`config.mk`:
```
export PLATFORM = sky130hd
export DESIGN_NAME = shift_cmd_queue
export DESIGN_NICKNAME = d
export VERILOG_FILES = /design/src/rtl/shift_pkg.sv /design/src/rtl/barrel_shifter.sv /design/src/rtl/shift_cmd_queue.sv
export SDC_FILE = /design/constraint.sdc
export NUM_CORES = 1
export LEC_CHECK = 0
export BUFFER_PORTS_ARGS = -buffer_cell sky130_fd_sc_hd__buf_2
export CAP_MARGIN = 15
export CORE_MARGIN = 5
export CORE_UTILIZATION = 45
export CTS_CLUSTER_SIZE = 28
export DETAILED_ROUTE_END_ITERATION = 16
export PLACE_DENSITY = 0.65
export SLEW_MARGIN = 20
export SYNTH_ARGS = -nofsm -noshare
export SYNTH_HDL_FRONTEND = slang
export SYNTH_SLANG_ARGS = --single-unit
```
`constraint.sdc`:
```
create_clock -name clk -period 7.5 [get_ports clk]
set_input_delay 0.375 -clock clk [delete_from_list [all_inputs] [get_ports clk]]
set_output_delay 0.375 -clock clk [all_outputs]
set_load 0.01 [all_outputs]
```
`src/rtl/shift_pkg.sv`:
```
// Shared types and constants for the shift command path.
package shift_pkg;

    localparam int SHIFT_W     = 8;
    localparam logic SHIFT_LEFT  = 1'b1;
    localparam logic SHIFT_RIGHT = 1'b0;

    typedef struct packed {
        logic               dir;
        logic [2:0]         shamt;
        logic [SHIFT_W-1:0] in;
    } shift_cmd_t;

endpackage

```
`src/rtl/barrel_shifter.sv`:
```
// 8-bit logical barrel shifter; dir = 1 shifts left, dir = 0 shifts right, zero fill.
module barrel_shifter (
    input  logic [7:0] in,
    input  logic [2:0] shamt,
    input  logic       dir,
    output logic [7:0] out
);

    always_comb begin
        if (dir) begin
            out = in << shamt;
        end else begin
            out = in >> shamt;
        end
    end

endmodule

```
`src/rtl/shift_cmd_queue.sv`:
```
// Command FIFO in front of barrel_shifter with a registered, handshaked result stage.
module shift_cmd_queue
    import shift_pkg::*;
#(
    parameter int DEPTH = 4,
    parameter int W     = SHIFT_W
) (
    input  logic                       clk,
    input  logic                       rst,
    input  logic                       cmd_valid,
    output logic                       cmd_ready,
    input  logic [W-1:0]               cmd_in,
    input  logic [2:0]                 cmd_shamt,
    input  logic                       cmd_dir,
    output logic                       res_valid,
    input  logic                       res_ready,
    output logic [W-1:0]               res_out,
    output logic [$clog2(DEPTH+1)-1:0] count
);

    localparam int PTR_W = $clog2(DEPTH);
    localparam int CNT_W = $clog2(DEPTH + 1);

    shift_cmd_t         mem_q [DEPTH];
    shift_cmd_t         mem_d [DEPTH];
    logic [PTR_W-1:0]   wr_ptr_q, wr_ptr_d;
    logic [PTR_W-1:0]   rd_ptr_q, rd_ptr_d;
    logic [CNT_W-1:0]   count_q, count_d;
    logic               res_valid_q, res_valid_d;
    logic [W-1:0]       res_out_q, res_out_d;

    shift_cmd_t         head;
    logic [W-1:0]       sh_out;
    logic               push;
    logic               pop;

    // Ready comes only from the registered count, so a full queue stays
    // closed even on a cycle where the head is being popped.
    assign cmd_ready = (count_q != CNT_W'(DEPTH));
    assign push      = cmd_valid & cmd_ready;
    assign pop       = (count_q != '0) & (~res_valid_q | res_ready);
    assign head      = mem_q[rd_ptr_q];

    barrel_shifter u_shifter (
        .in    (head.in),
        .shamt (head.shamt),
        .dir   (head.dir),
        .out   (sh_out)
    );

    always_comb begin
        mem_d       = mem_q;
        wr_ptr_d    = wr_ptr_q;
        rd_ptr_d    = rd_ptr_q;
        res_valid_d = res_valid_q;
        res_out_d   = res_out_q;

        if (push) begin
            mem_d[wr_ptr_q] = '{dir: cmd_dir, shamt: cmd_shamt, in: cmd_in};
            wr_ptr_d        = wr_ptr_q + PTR_W'(1);
        end

        if (pop) begin
            rd_ptr_d    = rd_ptr_q + PTR_W'(1);
            res_out_d   = sh_out;
            res_valid_d = 1'b1;
        end else if (res_valid_q && res_ready) begin
            res_valid_d = 1'b0;
        end

        count_d = count_q + CNT_W'(push) - CNT_W'(pop);
    end

    always_ff @(posedge clk) begin
        if (rst) begin
            wr_ptr_q    <= '0;
            rd_ptr_q    <= '0;
            count_q     <= '0;
            res_valid_q <= 1'b0;
            res_out_q   <= '0;
        end else begin
            wr_ptr_q    <= wr_ptr_d;
            rd_ptr_q    <= rd_ptr_d;
            count_q     <= count_d;
            res_valid_q <= res_valid_d;
            res_out_q   <= res_out_d;
        end
    end

    // Storage needs no reset: entries are only read once count marks them valid.
    always_ff @(posedge clk) begin
        mem_q <= mem_d;
    end

    assign res_valid = res_valid_q;
    assign res_out   = res_out_q;
    assign count     = count_q;

endmodule

```
==> summary.txt, run 1 <==
Synthesis
  • XOR/XNOR share of the synthesized area: 1.43%
  • Yosys warnings: 0
  • Synth Instances: 223
  • #FFs+latches synth: 64
  • Synth top area share: 47.0%
  • Synth cell types: 49
  • Most common library cells after synthesis: edfxtp_1 (48), nor2_1 (22), dfxtp_1 (16), mux2i_1 (14), nand2_1 (13)
  • Average cell area after synthesis: 13.8 µm²
  • Synth Area in Compound Gates: 8.98%
  • Mapped Nets: 246
  • Async S/R FF share, synth: 0%
  • Number of enable flip-flop cells after synthesis: 48
  • Top-count cell post-synth: edfxtp_1
  • Adder-Cell Fraction of Synth Area: 3.10%
  • Main combinational cell family by area after synthesis: multiplexers
  • Mapped Area: 3070 µm²
  • Register area share after synthesis: 57.4%
  • Synth Flop Type: edfxtp_1
  • Most area-hungry cell type in the Yosys netlist: edfxtp_1
  • Synth area leaders: edfxtp_1 (47%), dfxtp_1 (10%), mux4_2 (8.8%)
  • Simple-gate share of the synthesized area: 9.18%
  • Mux contribution to synthesized area: 14.6%

Clocking
  • Maximum root-to-sink buffer count: 2
  • Clock Pin Slew Worst Setup and Hold Paths: 70 ps
  • Total number of H-tree levels: 3
  • Setup bufs post-CTS: 0
  • CTS tree: yes
  • Clock Latency Late Sink: 330 ps
  • CTS Hold Buffers Added: 0
  • Clk sinks: 64
  • CTS root buf: clkbuf_8
  • Post_cts resized: 0
  • TritonCTS Buffers: 9

Worst setup path
  • Crit-path leading delay family: multiplexers
  • Buffers & Inverters on Critical Path: 0
  • CP endpoint kind: flop
  • Crit path kind: flop to flop
  • CP max stage delay: 890 ps
  • Worst EP required: 7740 ps
  • Worst-path fanout max: 25
  • Worst path slowest cell: dfxtp_1
  • Startpoint types: flop
  • CP Cell Sequence: mux4_2 -> mux2i_2 -> o41ai_1 -> a21oi_1 -> a211oi_1
  • CP arrival: 2990 ps

Place
  • Placed Cells: 318
  • IO buf count: 28
  • Total placed instance area: 3190 µm²
  • Pre-CTS WS: 4750 ps
  • Detailed Place HPWL: 3950 µm
  • Final RePlAce weighted congestion: 0.830

STA
  • Worst-Margin Slew: 861 ps
  • Total negative slack: 0 ps
  • Slew Limit Fails: 0
  • RSZ-0062 raised after global routing: false
  • Clock Skew: 9.78 ps
  • Fin. Hold Viols: 0
  • Post-route worst setup slack: 4750 ps
  • Slew HR: 42.5%
  • Final setup violation count: 0
  • F_max: 0.364 GHz
  • Crit share post-route: 36.7%
  • Tmin final: 2750 ps

Floorplanning
  • Initial Util: 45.6%
  • IO Pins: 29
  • Die Y: 92.6 µm
  • Die area: 8570 µm²
  • Core ar.: 6720 µm²
  • Num rows: 30
  • Die W: 92.6 µm

Power
  • PwrDens: 411 nW/µm²
  • Seq pwr share: 35.1%
  • Max VDD drop: 161 µV
  • Net switching power: 529 µW
  • Lkg Pwr: 0.00125 µW
  • Internal power: 869 µW
  • Gate power share: 42.5%
  • Clk pwr share: 22.4%
  • Switching share of power: 37.9%

Detailed routing
  • DRC: 0
  • Initial DRC count: 90
  • Vias/cell: 5.67
  • Routed vias: 1889
  • First-pass DRT Iterations: 4
  • Antenna-violating nets left: 0
  • DRT Wirelength: 5810 µm
  • DR WL/cell: 17.4 µm

GRT
  • Remaining global-route overflow: 0
  • First-pass GRT wire length: 9250 µm
  • All-Layer GR Usage: 14.4%
  • Largest net degree at the start of global routing: 26
  • Initial antenna violation count: 0
  • Number of global-route vias before repair: 1804

Layout
  • Non-filler cells, final: 333
  • Area grow syn2layout: 10.8%
  • Share of layout cells above drive strength 1: 24.9%
  • Ant diodes: 0
  • Final Cell Area: 3400 µm²
  • Layout net count: 272
  • Multi-input gate area: 1140 µm²
  • Sequential cell area: 1760 µm²
  • Fill cells: 576

Run
  • Max_cap viols: 0

Run status
  • Outcome: complete, no violations

Worst hold path
  • Hold Path Class: input port to flop
-- cell families (layout without fill, tap and decap cells) --
logic type / count (synthesis) / after routing
AO/OA/AOI/OAI: 36 / 36
multiplexers: 28 / 28
AND/OR/NAND/NOR: 58 / 58
flip-flops: 64 / 64
XOR/XNOR: 5 / 5
adder cells (fa/ha/maj): 7 / 7
buffers and inverters: 25 / 55
-- state kept, by name, summed over array words and instances, names as in the netlist --
signal,count
count,3
mem_q,48
rd_ptr_q,2
res_out,8
res_valid,1
wr_ptr_q,2
-- metrics by stage --
step | utilization [%] | total power (µW) | hold WS (ps)
4_1_cts | 50.6 | 1410 | 239
2_1_floorplan | - | 993 | 447
5_1_grt | 50.6 | 1490 | 235
6_report | 50.6 | 1400 | 260
3_5_place_dp | 47.5 | 1090 | 465
3_3_place_gp | 47.5 | 1080 | 451
-- layer usage --
layer | global-route usage [%] | share of wire (%)
met3 | 4.14 | 4.5
met5 | 0 | 0
met4 | 6.56 | 1.1
met2 | 22.8 | 51
met1 | 18.3 | 44
-- power groups by stage --
| stage | Clock, µW | Sequential, µW | Combinational [µW] |
|---|---|---|---|
| after CTS | 323 | 494 | 591 |
| after global placement | 0 | 498 | 584 |
| after global routing | 340 | 502 | 651 |
| final | 313 | 491 | 593 |
| after detailed placement | 0 | 501 | 588 |
| after floorplan | 0 | 486 | 507 |
-- cell usage in the layout (no fill, tap or decap), drive strengths merged, types with 2 or more instances in the layout --
cell type / netlist / final
nand2b: 3 / 3
ha: 6 / 6
a211oi: 7 / 7
nor2: 22 / 22
edfxtp: 48 / 48
mux4: 12 / 12
o2bb2ai: 2 / 2
a31oi: 2 / 2
clkbuf: 1 / 9
nor4: 3 / 3
nand3: 4 / 4
dfxtp: 16 / 16
nor3: 4 / 4
mux2i: 16 / 16
nor2b: 2 / 2
xnor2: 3 / 3
o22ai: 3 / 3
nand2: 13 / 13
o21ai: 6 / 6
and3: 4 / 4
buf: 12 / 28
clkinv: 1 / 4
inv: 11 / 11
a21oi: 5 / 5
xor2: 2 / 2
bufinv: 0 / 2
a311oi: 2 / 2
-- worst paths after layout --
path                                  start          to  slack (ps)  cells past startpoint
worst max-delay path            rd_ptr_q[0]  res_out[2]        4750                      5
worst min-delay path              cmd_in[4]   mem_q[28]         260                      1
worst max register to register  rd_ptr_q[0]  res_out[2]        4750                      5
worst min register to register    res_valid   res_valid         470                      2
-- cell type report --
cell class                      count  share of cell area, %
Inverter                           12                   1.33
Clock buffer                        9                   3.65
Timing Repair Buffer               28                   4.12
Multi-Input combinational cell    134                   33.6
Clock inverter                      6                   2.50
Sequential cell                    64                   51.8
Tap cell                           80                   2.95
Power figures use the tool's default switching activity.
==> run 2, diff against run 1 <==
clock period = 2.88 ns   (was 7.5 ns; I/O delays follow)
==> run 2 against run 1 <==
Cell count rose by 1.5%. Via count shrank 2.2%. Core utilization grew 0.19 points. Critical path type unchanged. Largest power group unchanged. Highest routed layer unchanged.
==> summary.txt, run 2 (synthesis results as in run 1) <==
STA
  • Worst hold slack: 14.5 ps (-245 ps)
  • RSZ-0062 raised after global routing: false
  • Tmin final: 2290 ps (-457 ps)
  • Slew HR: 55.8% (+13 points)
  • Worst-Margin Slew: 663 ps (-199 ps)
  • Crit share post-route: 79.6% (+43 points)
  • Total negative slack: 0 ps (unchanged)
  • Final setup violation count: 0 (unchanged)
  • F_max: 0.436 GHz (+20%)
  • Clock Skew: 9.55 ps (-0.227 ps)
  • Slew Limit Fails: 0 (unchanged)
  • Fin. Hold Viols: 0 (unchanged)

Detailed routing
  • DRT Wirelength: 5810 µm (about the same)
  • Antenna-violating nets left: 0 (unchanged)
  • Routed vias: 1848 (-2.2%)
  • DR WL/cell: 17.2 µm (-1.5%)
  • Vias/cell: 5.47 (-3.6%)
  • Initial DRC count: 131 (+46%)
  • First-pass DRT Iterations: 4 (unchanged)
  • DRC: 0 (unchanged)

Layout
  • Layout net count: 276 (+1.5%)
  • Most frequent cells in the layout: edfxtp_1 (48), buf_2 (28), nor2_1 (22)
  • Share of layout cells above drive strength 1: 25.6% (+0.68 points)
  • Ant diodes: 0 (unchanged)
  • Area grow syn2layout: 11.2%
  • Max FFs per register: 48 (unchanged)
  • Most common cell after layout, fill and taps aside: edfxtp_1
  • Reg with most FFs: mem_q

Power
  • Max VDD drop: 460 µV (+190%)
  • PwrDens: 1050 nW/µm² (+160%)
  • Lkg Pwr: 0.00126 µW (+0.95%)

Clocking
  • CTS Hold Buffers Added: 0 (unchanged)
  • TritonCTS Buffers: 9 (unchanged)
  • CTS tree: yes
  • Total number of H-tree levels: 3 (unchanged)
  • CTS root buf: clkbuf_8
  • Maximum root-to-sink buffer count: 2 (unchanged)
  • Clock Latency Late Sink: 340 ps (about the same)
  • Clock Pin Slew Worst Setup and Hold Paths: 70 ps (about the same)
  • Setup bufs post-CTS: 0 (unchanged)
  • Post_cts resized: 0 (unchanged)
  • Clk sinks: 64 (unchanged)

Worst setup path
  • Worst-path fanout max: 5 (-80%)
  • Critical path origin: count[1]
  • Crit path kind: flop to flop
  • Startpoint types: flop
  • FF-to-FF Start: count[1]
  • CP endpoint kind: flop
  • Worst EP required: 3100 ps (-4640 ps)
  • CP arrival: 2520 ps (-470 ps)

Floorplanning
  • Die area: 8570 µm² (unchanged)
  • IO Pins: 29 (unchanged)
  • Die W: 92.6 µm (unchanged)
  • Num rows: 30 (unchanged)
  • Die Y: 92.6 µm (unchanged)
  • Core ar.: 6720 µm² (unchanged)
  • Initial Util: 45.6% (unchanged)

Run status
  • Outcome: complete, no violations

GRT
  • Initial antenna violation count: 0 (unchanged)
  • First-pass GRT wire length: 9670 µm (+4.6%)
  • Largest net degree at the start of global routing: 26 (unchanged)
  • All-Layer GR Usage: 15.0% (+0.58 points)
  • Remaining global-route overflow: 0 (unchanged)
  • Number of global-route vias before repair: 1897 (+5.2%)

Place
  • Final RePlAce weighted congestion: 0.945 (+14%)
  • Detailed Place HPWL: 4060 µm (+2.6%)
  • IO buf count: 28 (unchanged)

Worst hold path
  • Hold path start: cmd_in[4]
  • Hold Path Class: input port to flop

Run
  • Max_cap viols: 0 (unchanged)
-- run 2: cell count changes in the layout (fill, tap and decap cells not counted), sizes merged --
cell / previous run / this run
clkinv: 4 / 3
buf: 28 / 32
bufinv: 2 / 1
clkbuf: 9 / 12
-- run 2: final cells by class --
cell class	instances	area [µm²]
Timing Repair Buffer	32	170
Sequential cell	64	1760
Clock inverter	4	46.3
Inverter	12	45.0
Fill cell	582	3310
Clock buffer	12	145
Multi-Input combinational cell	134	1140
Tap cell	80	100
-- run 2: final timing paths --
path	to	slack, ps	depth (start not counted)
setup / recovery	count[2]	590	11
hold / removal	mem_q[16]	10	1
setup reg to reg	count[2]	590	11
hold reg to reg	res_valid	470	2
-- run 2: critical path: stages, from the launching register on --
cell	delay [ps]
dfxtp_1	360
nor3_1	290
a21o_1	220
inv_1	80
ha_1	270
inv_1	50
ha_1	140
inv_1	50
fa_1	370
xor2_1	170
xnor2_1	130
nor2_1	50
-- run 2: where the power goes --
group | switching, µW | leakage (µW) | total, µW | internal [µW]
logic | 946 | 0.000593 | 1600 | 657
clock network | 332 | 0.0000940 | 751 | 419
registers | 80.6 | 0.000572 | 1240 | 1150
-- run 2: routing by layer --
metal	wire [µm]	track usage, %	up-vias
li1	-	-	907
met1	2660	19.6	866
met2	2760	22.8	63
met3	292	3.57	12
met4	87	8.54	0
met5	0	0	-
-- run 2: stage by stage --
step | instance area, µm² | utilization (%) | setup WS, ps | std cells | power (µW)
after floorplan | 3070 | - | 346 | 223 | 2590
after global placement | 3220 | 47.9 | 596 | 322 | 2860
after detailed placement | 3220 | 47.9 | 575 | 322 | 2860
after CTS | 3410 | 50.8 | 583 | 338 | 3610
after global routing | 3410 | 50.8 | 382 | 338 | 3840
final | 3410 | 50.8 | 587 | 338 | 3590
==> run 3, diff against run 2 <==
ABC_AREA = 1   (was default)
clock period = 2.3 ns   (was 2.88 ns; I/O delays follow)
==> run 3 against run 2 <==
Die area rose by 3.2%. Sequential cell count stayed put. Clock power grew 36%. Critical endpoint unchanged.
==> summary.txt, run 3 <==
Worst setup path
  • Worst path slowest cell: dfxtp_1
  • CP max stage delay: 440 ps (+70 ps)
  • CP Cell Sequence: nor2_1 -> nand2_1 -> nand2_1 -> ha_1 -> inv_1 -> ha_1 -> inv_1 -> fa_1 -> inv_1 -> o21ai_0 -> a21oi_1
  • Worst-path fanout max: 9 (+4)
  • CP endpoint kind: flop
  • Crit-path leading delay family: adder cells
  • CP arrival: 2260 ps (-260 ps)
  • Crit path kind: flop to flop
  • Crit-path most repeated cell: inv_1
  • Buffers & Inverters on Critical Path: 3 (unchanged)
  • Worst EP required: 2570 ps (-530 ps)
  • Startpoint types: flop

Synthesis
  • Synth cell types: 24 (-51%)
  • Average cell area after synthesis: 8.54 µm² (-38%)
  • Register area share after synthesis: 55.4% (-2.0 points)
  • Top-count cell post-synth: nand2_1
  • Yosys warnings: 0 (unchanged)
  • Synth Instances: 372 (+67%)
  • Most area-hungry cell type in the Yosys netlist: edfxtp_1
  • Mapped Area: 3180 µm² (+3.6%)
  • Number of enable flip-flop cells after synthesis: 48 (unchanged)
  • Synth top area share: 45.4% (-1.6 points)
  • Mapped Nets: 395 (+61%)
  • Synth Flop Type: edfxtp_1
  • #FFs+latches synth: 64 (unchanged)
  • Async S/R FF share, synth: 0% (unchanged)
  • Synth area leaders: edfxtp_1 (45%), nand2_1 (14%), dfxtp_1 (10%)
  • Most common library cells after synthesis: nand2_1 (119), nand3_1 (59), inv_1 (52), edfxtp_1 (48), nor2_1 (27)

Power
  • Total power: 4840 µW (+35%)
  • Max VDD drop: 593 µV (+29%)
  • PwrDens: 1300 nW/µm² (+24%)
  • Lkg Pwr: 0.00177 µW (+41%)

GRT
  • Remaining global-route overflow: 0 (unchanged)
  • Number of global-route vias before repair: 2193 (+16%)
  • Initial antenna violation count: 0 (unchanged)
  • Met3 Use GR: 3.69% (+0.11 points)
  • Largest net degree at the start of global routing: 25 (-3.8%)
  • Met1 usage: 20.2% (+0.58 points)
  • First-pass GRT wire length: 10400 µm (+7.9%)
  • Busiest grt layer: met2
  • M2 GR Usage: 23.7% (+0.88 points)
  • All-Layer GR Usage: 15.3% (+0.27 points)

STA
  • Slew Limit Fails: 0 (unchanged)
  • F_max: 0.503 GHz (+15%)
  • Total negative slack: 0 ps (unchanged)
  • Clock Skew: 7.27 ps (-2.28 ps)
  • Crit share post-route: 86.4% (+6.8 points)
  • RSZ-0062 raised after global routing: false
  • Fin. Hold Viols: 0 (unchanged)
  • Worst-Margin Slew: 530 ps (-132 ps)
  • Final setup violation count: 0 (unchanged)
  • Slew HR: 64.6% (+8.8 points)
  • Tmin final: 1990 ps (-305 ps)

Layout
  • Most frequent cells in the layout: nand2_1 (119), nand3_1 (59), inv_1 (52)
  • Non-filler cells, final: 518 (+53%)
  • Sequential cell area: 1760 µm² (unchanged)
  • Layout net count: 441 (+60%)
  • Max FFs per register: 48 (unchanged)
  • Post-Route Utilization: 54.4% (+3.6 points)
  • Multi-input gate area: 1120 µm² (-2.0%)
  • Ant diodes: 0 (unchanged)
  • Share of layout cells above drive strength 1: 14.7% (-11 points)
  • Area grow syn2layout: 16.9%
  • Fill cells: 644 (+11%)
  • Most common cell after layout, fill and taps aside: nand2_1
  • Reg with most FFs: mem_q

Floorplanning
  • IO Pins: 29 (unchanged)
  • Die W: 94.0 µm (+1.6%)
  • Die area: 8840 µm² (+3.2%)
  • Core ar.: 6830 µm² (+1.7%)
  • Die Y: 94.0 µm (+1.6%)
  • Initial Util: 46.5% (+0.88 points)
  • Num rows: 30 (unchanged)

Clocking
  • CTS root buf: clkbuf_8
  • Maximum root-to-sink buffer count: 2 (unchanged)
  • Total number of H-tree levels: 3 (unchanged)
  • Clock Latency Late Sink: 330 ps (about the same)
  • CTS tree: yes
  • Clk sinks: 64 (unchanged)
  • TritonCTS Buffers: 9 (unchanged)
  • Clock Pin Slew Worst Setup and Hold Paths: 70 ps (about the same)

Run
  • Max_cap viols: 0 (unchanged)

Detailed routing
  • DRC: 0 (unchanged)
  • Initial DRC count: 175 (+34%)
  • Vias/cell: 4.85 (-11%)
  • DRT Wirelength: 6350 µm (+9.4%)
  • Antenna-violating nets left: 0 (unchanged)
  • Routed vias: 2512 (+36%)
  • First-pass DRT Iterations: 4 (unchanged)
  • DR WL/cell: 12.3 µm (-29%)

Place
  • Placed Cells: 492 (+53%)
  • Detailed Place HPWL: 4180 µm (+3.1%)
  • IO buf count: 28 (unchanged)
  • Final RePlAce weighted congestion: 0.921 (-2.6%)

Worst hold path
  • Hold Path Class: input port to flop

Run status
  • Outcome: complete, no violations
run 3: cell types whose count changed after synthesis, sizes merged, moves of 4 or more:
cell	previous run	this run
nand3	4	61
mux2i	16	0
a21oi	5	9
a211oi	7	0
nor2	22	28
nand2	13	127
and3	4	0
mux4	12	0
inv	11	54
run 3: worst paths after layout:
kind	from	endpoint	slack, ps	cells past startpoint
setup / recovery	count[1]	count[2]	310	11
setup reg to reg	count[1]	count[2]	310	11
hold / removal	cmd_shamt[1]	mem_q[21]	7	1
hold reg to reg	res_out[2]	res_out[2]	560	4
run 3: layer usage:
| metal | part of all wire (%) | wire length, µm |
|---|---|---|
| met1 | 45 | 2870 |
| met2 | 45 | 2870 |
| met3 | 7.0 | 446 |
| met4 | 2.5 | 156 |
| met5 | 0 | 0 |
run 3: where the power goes:
part | total, µW | switching (µW) | internal, µW | leakage [µW]
Clock | 1020 | 413 | 602 | 0.000103
Sequential | 1520 | 80.1 | 1440 | 0.000572
Combinational | 2310 | 1560 | 755 | 0.00110
Total | 4840 | 2050 | 2800 | 0.00177
run 3: cells by family (layout without fill, tap and decap cells):
kind of cell / after synthesis / in the layout / share of synthesized area (%)
flops: 64 / 64 / 55.4
xor+xnor: 1 / 1 / 0.276
fa+ha+maj: 7 / 7 / 2.99
buf+inv: 66 / 116 / 9.33
compound gates: 16 / 16 / 2.52
simple gates: 218 / 218 / 29.4
run 3: metrics by stage:
| stage | instance area, µm² | setup WS [ps] | hold slack (ps) |
|---|---|---|---|
| floorplan | 3180 | 117 | 214 |
| global placement | 3400 | 383 | 328 |
| detailed placement | 3400 | 326 | 337 |
| CTS | 3720 | 304 | 0.417 |
| global route | 3720 | 107 | 1.90 |
| finish | 3720 | 312 | 7.21 |
run 3: what timing repair did:
item	4_1_cts	5_1_grt
hold buffers	11	0
gates resized for setup	0	0
endpoints found under the hold margin	44	0
setup buffers	0	0
run 3: final cells by class:
class / count / area share [%]
sequential: 64 / 47.4
multi-input combinational: 242 / 30.1
inverter: 54 / 5.45
clock inverter: 4 / 1.89
timing repair buffer: 47 / 8.35
clock buffer: 11 / 3.54
tap: 96 / 3.23
